[config.mk]
export PLATFORM = sky130hd
export DESIGN_NAME = cmd_input_conditioner
export DESIGN_NICKNAME = d
export VERILOG_FILES = /design/src/rtl/cmd_input_conditioner.sv
export SDC_FILE = /design/constraint.sdc
export NUM_CORES = 1
export LEC_CHECK = 0
export CAP_MARGIN = 20
export CORE_AREA = 2 2 58 60
export CTS_CLUSTER_SIZE = 8
export DETAILED_ROUTE_END_ITERATION = 10
export DIE_AREA = 0 0 60 62
export PLACE_DENSITY_LB_ADDON = 0.12
export SLEW_MARGIN = 10
export SYNTH_ARGS = -nofsm -noshare
export SYNTH_HDL_FRONTEND = slang
export SYNTH_SLANG_ARGS = --single-unit
[constraint.sdc]
create_clock -name clk -period 1.62 [get_ports clk]
set_input_delay 0.324 -clock clk [delete_from_list [all_inputs] [get_ports clk]]
set_output_delay 0.324 -clock clk [all_outputs]
set_load 0.05 [all_outputs]
[src/rtl/cmd_input_conditioner.sv]
// Panel input conditioner: synchronizes and debounces the selector, start and stop
// inputs, then latches a validated command code behind a valid/ready handshake.
module cmd_input_conditioner #(
    parameter int DEBOUNCE_CYCLES = 4
) (
    input  logic       clk,
    input  logic       reset,
    input  logic [2:0] sw_raw,
    input  logic       start_raw,
    input  logic       stop_raw,
    input  logic       cmd_ready,
    input  logic       cmd_done,
    output logic [2:0] I,
    output logic       cmd_valid,
    output logic       S,
    output logic       err
);

    localparam int NBITS     = 5;
    localparam int BIT_START = 3;
    localparam int BIT_STOP  = 4;
    localparam int CNT_W     = $clog2(DEBOUNCE_CYCLES + 1);
    localparam logic [CNT_W-1:0] CNT_LAST = CNT_W'(DEBOUNCE_CYCLES - 1);

    typedef enum logic [1:0] {
        ST_IDLE,
        ST_PEND,
        ST_RUN
    } state_t;

    logic [NBITS-1:0]            raw_bus;
    logic [NBITS-1:0]            sync_q1;
    logic [NBITS-1:0]            sync_q2;
    logic [NBITS-1:0]            deb_q;
    logic [NBITS-1:0][CNT_W-1:0] cnt_q;

    logic [2:0] deb_sw;
    logic       deb_start;
    logic       deb_stop;
    logic       deb_start_q;
    logic [1:0] prime_q;
    logic       armed_q;
    logic       start_rise;

    state_t     state_q;
    state_t     state_d;
    logic [2:0] i_d;
    logic       valid_d;
    logic       err_d;

    assign raw_bus   = {stop_raw, start_raw, sw_raw};
    assign deb_sw    = deb_q[2:0];
    assign deb_start = deb_q[BIT_START];
    assign deb_stop  = deb_q[BIT_STOP];

    // NOTE: sequential state uses non-blocking assignments so every flop samples pre-edge values.
    always_ff @(posedge clk or negedge reset) begin
        if (!reset) begin
            sync_q1 <= '0;
            sync_q2 <= '0;
        end else begin
            sync_q1 <= raw_bus;
            sync_q2 <= sync_q1;
        end
    end

    // NOTE: the counter array is state, not storage, so it is cleared by reset like any flop.
    always_ff @(posedge clk or negedge reset) begin
        if (!reset) begin
            deb_q <= '0;
            cnt_q <= '0;
        end else begin
            for (int b = 0; b < NBITS; b++) begin
                if (sync_q2[b] == deb_q[b]) begin
                    cnt_q[b] <= '0;
                end else if (cnt_q[b] == CNT_LAST) begin
                    deb_q[b] <= sync_q2[b];
                    cnt_q[b] <= '0;
                end else begin
                    cnt_q[b] <= cnt_q[b] + CNT_W'(1);
                end
            end
        end
    end

    // Start arms only after the synced button is seen released, so a press held
    // through reset cannot replay a command once reset lifts.
    always_ff @(posedge clk or negedge reset) begin
        if (!reset) begin
            prime_q     <= '0;
            armed_q     <= 1'b0;
            deb_start_q <= 1'b0;
            S           <= 1'b0;
        end else begin
            prime_q     <= {prime_q[0], 1'b1};
            if (prime_q[1] && !sync_q2[BIT_START] && !deb_start) begin
                armed_q <= 1'b1;
            end
            deb_start_q <= deb_start;
            S           <= deb_stop;
        end
    end

    assign start_rise = armed_q & deb_start & ~deb_start_q;

    always_ff @(posedge clk or negedge reset) begin
        if (!reset) begin
            state_q   <= ST_IDLE;
            I         <= 3'b000;
            cmd_valid <= 1'b0;
            err       <= 1'b0;
        end else begin
            state_q   <= state_d;
            I         <= i_d;
            cmd_valid <= valid_d;
            err       <= err_d;
        end
    end

    // NOTE: every always_comb output gets a default first so no latch is inferred.
    always_comb begin
        state_d = state_q;
        i_d     = I;
        valid_d = cmd_valid;
        err_d   = 1'b0;
        if (deb_stop) begin
            state_d = ST_IDLE;
            valid_d = 1'b0;
        end else begin
            case (state_q)
                ST_IDLE: begin
                    if (start_rise) begin
                        if (deb_sw != 3'b000) begin
                            i_d     = deb_sw;
                            valid_d = 1'b1;
                            state_d = ST_PEND;
                        end else begin
                            err_d = 1'b1;
                        end
                    end
                end
                ST_PEND: begin
                    if (cmd_valid && cmd_ready) begin
                        valid_d = 1'b0;
                        state_d = ST_RUN;
                    end
                end
                ST_RUN: begin
                    if (cmd_done) begin
                        state_d = ST_IDLE;
                    end
                end
                default: begin
                    state_d = ST_IDLE;
                    valid_d = 1'b0;
                end
            endcase
        end
    end

endmodule

## Word level (Yosys, flattened, before mapping)

Cells that the tools add are included.

| word-level totals | value |
|---|---|
| flip-flop bits (word level) | 42 |
| input bits | 9 |
| output and inout bits | 6 |
| logic and storage cells | 91 |

| cells by class | value |
|---|---|
| $add $sub $neg | 5 |
| eq/ne operators | 17 |
| mux-type cells | 25 |
| bitwise operators | 9 |
| reduce and logical (&&, ||, !) cells | 15 |

Operators with widths:

| kind | number |
|---|---|
| 3-bit 2-to-1 mux | 10 |
| 3-bit by 1-bit adder with 3-bit output (second input constant) | 5 |
| 3-bit by 2-bit equality test with 1-bit output (second input constant) | 5 |
| 3-bit inequality test (second input constant) | 4 |
| 4-bit AND reduction | 3 |
| 2-bit 2-to-1 mux | 5 |
| 2-bit AND reduction | 5 |
| 1-bit 2-to-1 mux | 8 |
| 1-bit inverter | 7 |
| 2-bit case mux with 3 select lines | 1 |
| 1-bit equality test | 5 |
| 1-bit logical AND | 3 |
| 1-bit case mux with 3 select lines | 1 |
| 3-bit nonzero test | 1 |
| 1-bit bitwise AND | 2 |
| 2-bit by 1-bit equality test with 1-bit output (second input constant) | 1 |
| 2-bit equality test (second input constant) | 1 |
| 1-bit logical NOT | 2 |
| 2-bit logical NOT | 1 |
| 2-bit inequality test (second input constant) | 1 |

## Longest topological paths before layout

Gate-level depths: netlist (run 1).

| logic depth | value |
|---|---|
| word-level depth | 5 |
| gate-level depth with buffers | 3 |
| mapped depth without buffers | 3 |

## Least setup slack after synthesis (run 1)

Ideal clock, no wire load.

| timing | value |
|---|---|
| kind | reg2reg |
| from | reg deb_q[4] |
| to | reg cmd_valid |
| setup time | 0.094 ns |
| arrival time | 1.329 ns |
| required time | 1.526 ns |
| slack | 0.198 ns |
| cell stages (with the launch flop) | 4 |
| path buffers | 0 |
| clock period less this slack | 1.422 ns |
| cell sequence | dfrtp_1 > nand4bb_1 > or4_4 > a221oi_2 |

| between the ends | value |
|---|---|
| cells in the longest elaborated chain, start to end | 2 |
| elaborated cells between the ends (all ways) | 6 |
| classes of those cells | eq/ne (4); mux (1); reduce/logical (1) |

RTL lines:

| item | line | text |
|---|---|---|
| start, declared | 34 | `logic [NBITS-1:0] deb_q;` |
| start signal, assigned by index | 77 | `deb_q[b] <= sync_q2[b];` |
| 3-bit inequality test (no line) or 2-bit inequality test (tied branches) | n/a |  |
| 4-bit AND reduction (no line) | n/a |  |
| end signal, assigned | 115 | `cmd_valid <= valid_d;` |
| end, declared | 14 | `output logic cmd_valid,` |

Parallel ways exist; a longest one is shown, timed or not.
A chain may end at the register's enable or synchronous reset.

## Final worst setup path (run 1)

| timing | value |
|---|---|
| from | reg state_q[0] |
| to | reg cmd_valid |

| between the ends | value |
|---|---|
| cells in the longest elaborated chain, start to end | 3 |
| elaborated cells between the ends (all ways) | 10 |
| classes of those cells | eq/ne (6); mux (2); reduce/logical (2) |

RTL lines:

| item | line | text |
|---|---|---|
| start, declared | 45 | `state_t state_q;` |
| start signal, assigned | 113 | `state_q <= state_d;` |
| 2-bit by 1-bit equality test with 1-bit output (tied with other cells) | 130 | `case (state_q)` |
| 3-bit inequality test (no line) (tied with other cells) | n/a |  |
| 4-bit AND reduction (no line) or 1-bit 2-to-1 mux (tied branches) | n/a |  |

Parallel ways exist; a longest one is shown, timed or not.

==> impl_metrics.yaml, run 1 <==
setup_path:
  worstSetupStartpointType: "flop"
  cp-startpoint: "state_q[0]"
  max_stage_delay_ns: 0.59
  reg2regPathDepth: 2
  critPathKind: "flop to flop"
  worst_path_max_delay_cell: "or4_4"
  ff2ff_setup_slack_ns: 0.23
  cp.arrival_ns: 1.66
  rr_startpoint: "state_q[0]"
  worstPathMaxFanout: 6
  reg2reg_to: "cmd_valid"
  required_ns: 1.89
  critPathCaptureType: "flop"
  crit_chain: "or4_4 > a221oi_2"
cts:
  clk_latency_ns: 0.35
  cts.path.max_buffers: 2
  tritoncts: "yes"
  post_cts_resized: 0
  ctsHoldBuffers: 1
  cts_max_level: 2
  numCtsBuffers: 5
  cts_root_buffer: "clkbuf_4"
  cts_setup_buffers: 0
  cts.clk_slew.worst_paths_ns: 0.12
  clkSinkCount: 42
layout:
  layout.nets: 135
  antenna_cells: 0
  synthToLayoutAreaGrowth_pct: 20.8
  final_cells: 167
  post_route_cells_drive_above_1_share_pct: 22.3
  nFillCells: 270
floorplan:
  die-area_mm2: 0.00372
  start_util_pct: 46.8
  coreArea_mm2: 0.00318
  ios: 15
  chipWidth_um: 60
  rows: 21
  die_h_um: 62
placement:
  dp_cells: 159
  dp_hpwl_um: 1400
  gp_congestion: 0.689
  post-place-ws_ns: 0.229
  io_buffers: 14
power:
  switchingPower_mw: 0.955
  totalPowerFinal_mw: 3.04
  swShare_pct: 31.4
  ir_drop_mv: 0.865
  p_seq_share_pct: 48.4
  power_frac_clock_pct: 22.0
  p_int_mw: 2.09
  comb_power_share_pct: 29.6
  p_per_area_mw_per_mm2: 1690
  p_leak_nw: 0.826
synth:
  synth.area.top_cells: "dfrtp_1 71%, ha_1 4.2%, nor3b_1 4.0%, mux2_2 3.8%, nor2b_1 2.9%"
  syn_nets: 111
  synth_top_area_share_pct: 70.6
  synth_edf_count: 0
  synthesis.area_mm2: 0.00149
  synth_common_cells: "42 x dfrtp_1, 8 x nor3b_1, 7 x nor2b_1, 7 x nor3_1"
  syn_inst: 97
  synth_seq_cells: 42
  synth_most_common_cell: "dfrtp_1"
  syn_avg_cell_area_um2: 15.3
  ys.flop_type: "dfrtp_1"
  synth.largest_area_cell: "dfrtp_1"
  async_flop_share_pct: 100
  yosysWarnings: 0
  ys_seq_area_share_pct: 70.6
  ys_types: 21
timing:
  hold_viol: 0
  drv_slew: 0
  fin_crit_sh_pct: 85.7
  fin_ws_ns: 0.232
  skew_ns: 0.0177
  fmax_mhz: 720
  fin_crit_ns: 1.39
  worst_hold_slack_ns: 0.358
  tns_ns: 0
  setup_viol: 0
  rsz0062_at_grt: "false"
route:
  maxUsedRoutingLayer: "met4"
  dr_wl_met2_um: 924
  routed-wl-met3_um: 76
  wl_per_cell_um: 11.9
  avgViaCountPerCell: 4.74
  dr.pass1.iters: 4
  vias: 792
  wirelength_um: 1980
  drtIter0Drc: 33
  ant_nets: 0
  wirelength_met1_um: 907
  route.detailed.drc: 0
grt:
  grt_antenna_before_repair: 0
  grt_max_degree: 23
  overflow: 0
  grt_pass1_vias: 725
  grt_use_total_pct: 12.8
  grt_first_pass_wirelength_um: 3240
status:
  status: "finished clean"
worst_hold_path:
  hold_depth: 0
  holdCritStartpoint: "prime_q[0]"
  hold_end: "prime_q[1]"
  hold_class: "flop to flop"
flow_run:
  maxCapViolCount: 0
-- registers in the layout (all words and copies together), names as in the netlist --
register	count
I	3
S	1
armed_q	1
cmd_valid	1
cnt_q	15
deb_q	5
deb_start_q	1
err	1
prime_q	2
state_q	2
sync_q1	5
sync_q2	5
-- per-layer routing --
layer / vias to the layer above / global-route usage (%)
li1: 393 / -
met1: 375 / 15.2
met2: 16 / 18.8
met3: 8 / 4.35
met4: 0 / 10.5
met5: - / 0
-- logic make-up after synthesis --
family | share of synthesized area, %
DFF | 70.6
buffers and inverters | 0.252
other | 0.252
xor gates and xnor gates | 2.94
muxes | 3.78
and+or+nand+nor | 12.9
AOI/OAI and AO/OA | 5.04
adders and majority gates | 4.20
-- cells in the final DEF, fill, tap and decap left out, drive strengths merged, types with 2 or more instances in the layout --
cell type / count
a21o: 2
clkbuf: 6
dfrtp: 42
nor3b: 8
buf: 9
xnor2: 5
clkdlybuf4s50: 7
a21oi: 2
nor3: 7
nor2b: 7
a22o: 3
mux2: 5
ha: 5
-- power groups by stage --
stage                     Clock [mW]  Sequential, mW  Combinational (mW)
after floorplan                    0            1.67               0.450
after global placement             0            1.49               0.890
after detailed placement           0            1.50               0.913
after CTS                      0.699            1.48               0.921
after global routing           0.743            1.51                1.00
final                          0.670            1.47               0.901
-- worst max-delay path by stage --
| stage | to | depth (start not counted) |
|---|---|---|
| 6_report | cmd_valid | 2 |
| 3_5_place_dp | cmd_valid | 3 |
| 4_1_cts | cmd_valid | 3 |
| 3_3_place_gp | state_q[1] | 3 |
| 2_1_floorplan | cmd_valid | 3 |
| 5_1_grt | cmd_valid | 3 |
-- critical path, delay by kind of cell, from the launching register on --
kind	cells	cell delay [ns]
AOI/OAI and AO/OA	1	0.27
DFF	1	0.45
and+or+nand+nor	1	0.59
-- final cells by class --
class | count | area [µm²] | share of cell area (%)
tap | 46 | 57.6 | 3.20
clock inverter | 1 | 30.0 | 1.67
sequential | 42 | 1050 | 58.5
clock buffer | 6 | 51.3 | 2.85
multi-input combinational | 54 | 434 | 24.1
inverter | 1 | 3.75 | 0.209
timing repair buffer | 17 | 170 | 9.46
-- stage by stage --
step,util (%),cell area (µm²)
detailed placement,53.7,1710
CTS,56.6,1800
global placement,53.7,1710
floorplan,-,1490
global route,56.6,1800
finish,56.6,1800
(Power assumes the default switching activity.)
==> inputs of run 2 (changes only) <==
--- a/config.mk
+++ b/config.mk
@@ -10,6 +10,7 @@
 export CTS_CLUSTER_SIZE = 8
 export DETAILED_ROUTE_END_ITERATION = 10
 export DIE_AREA = 0 0 60 62
+export GPL_ROUTABILITY_DRIVEN = 0
 export PLACE_DENSITY_LB_ADDON = 0.12
 export SLEW_MARGIN = 10
 export SYNTH_ARGS = -nofsm -noshare
==> results of run 2 <==
The final DEF is identical to that of run 1; final timing and power are the same.
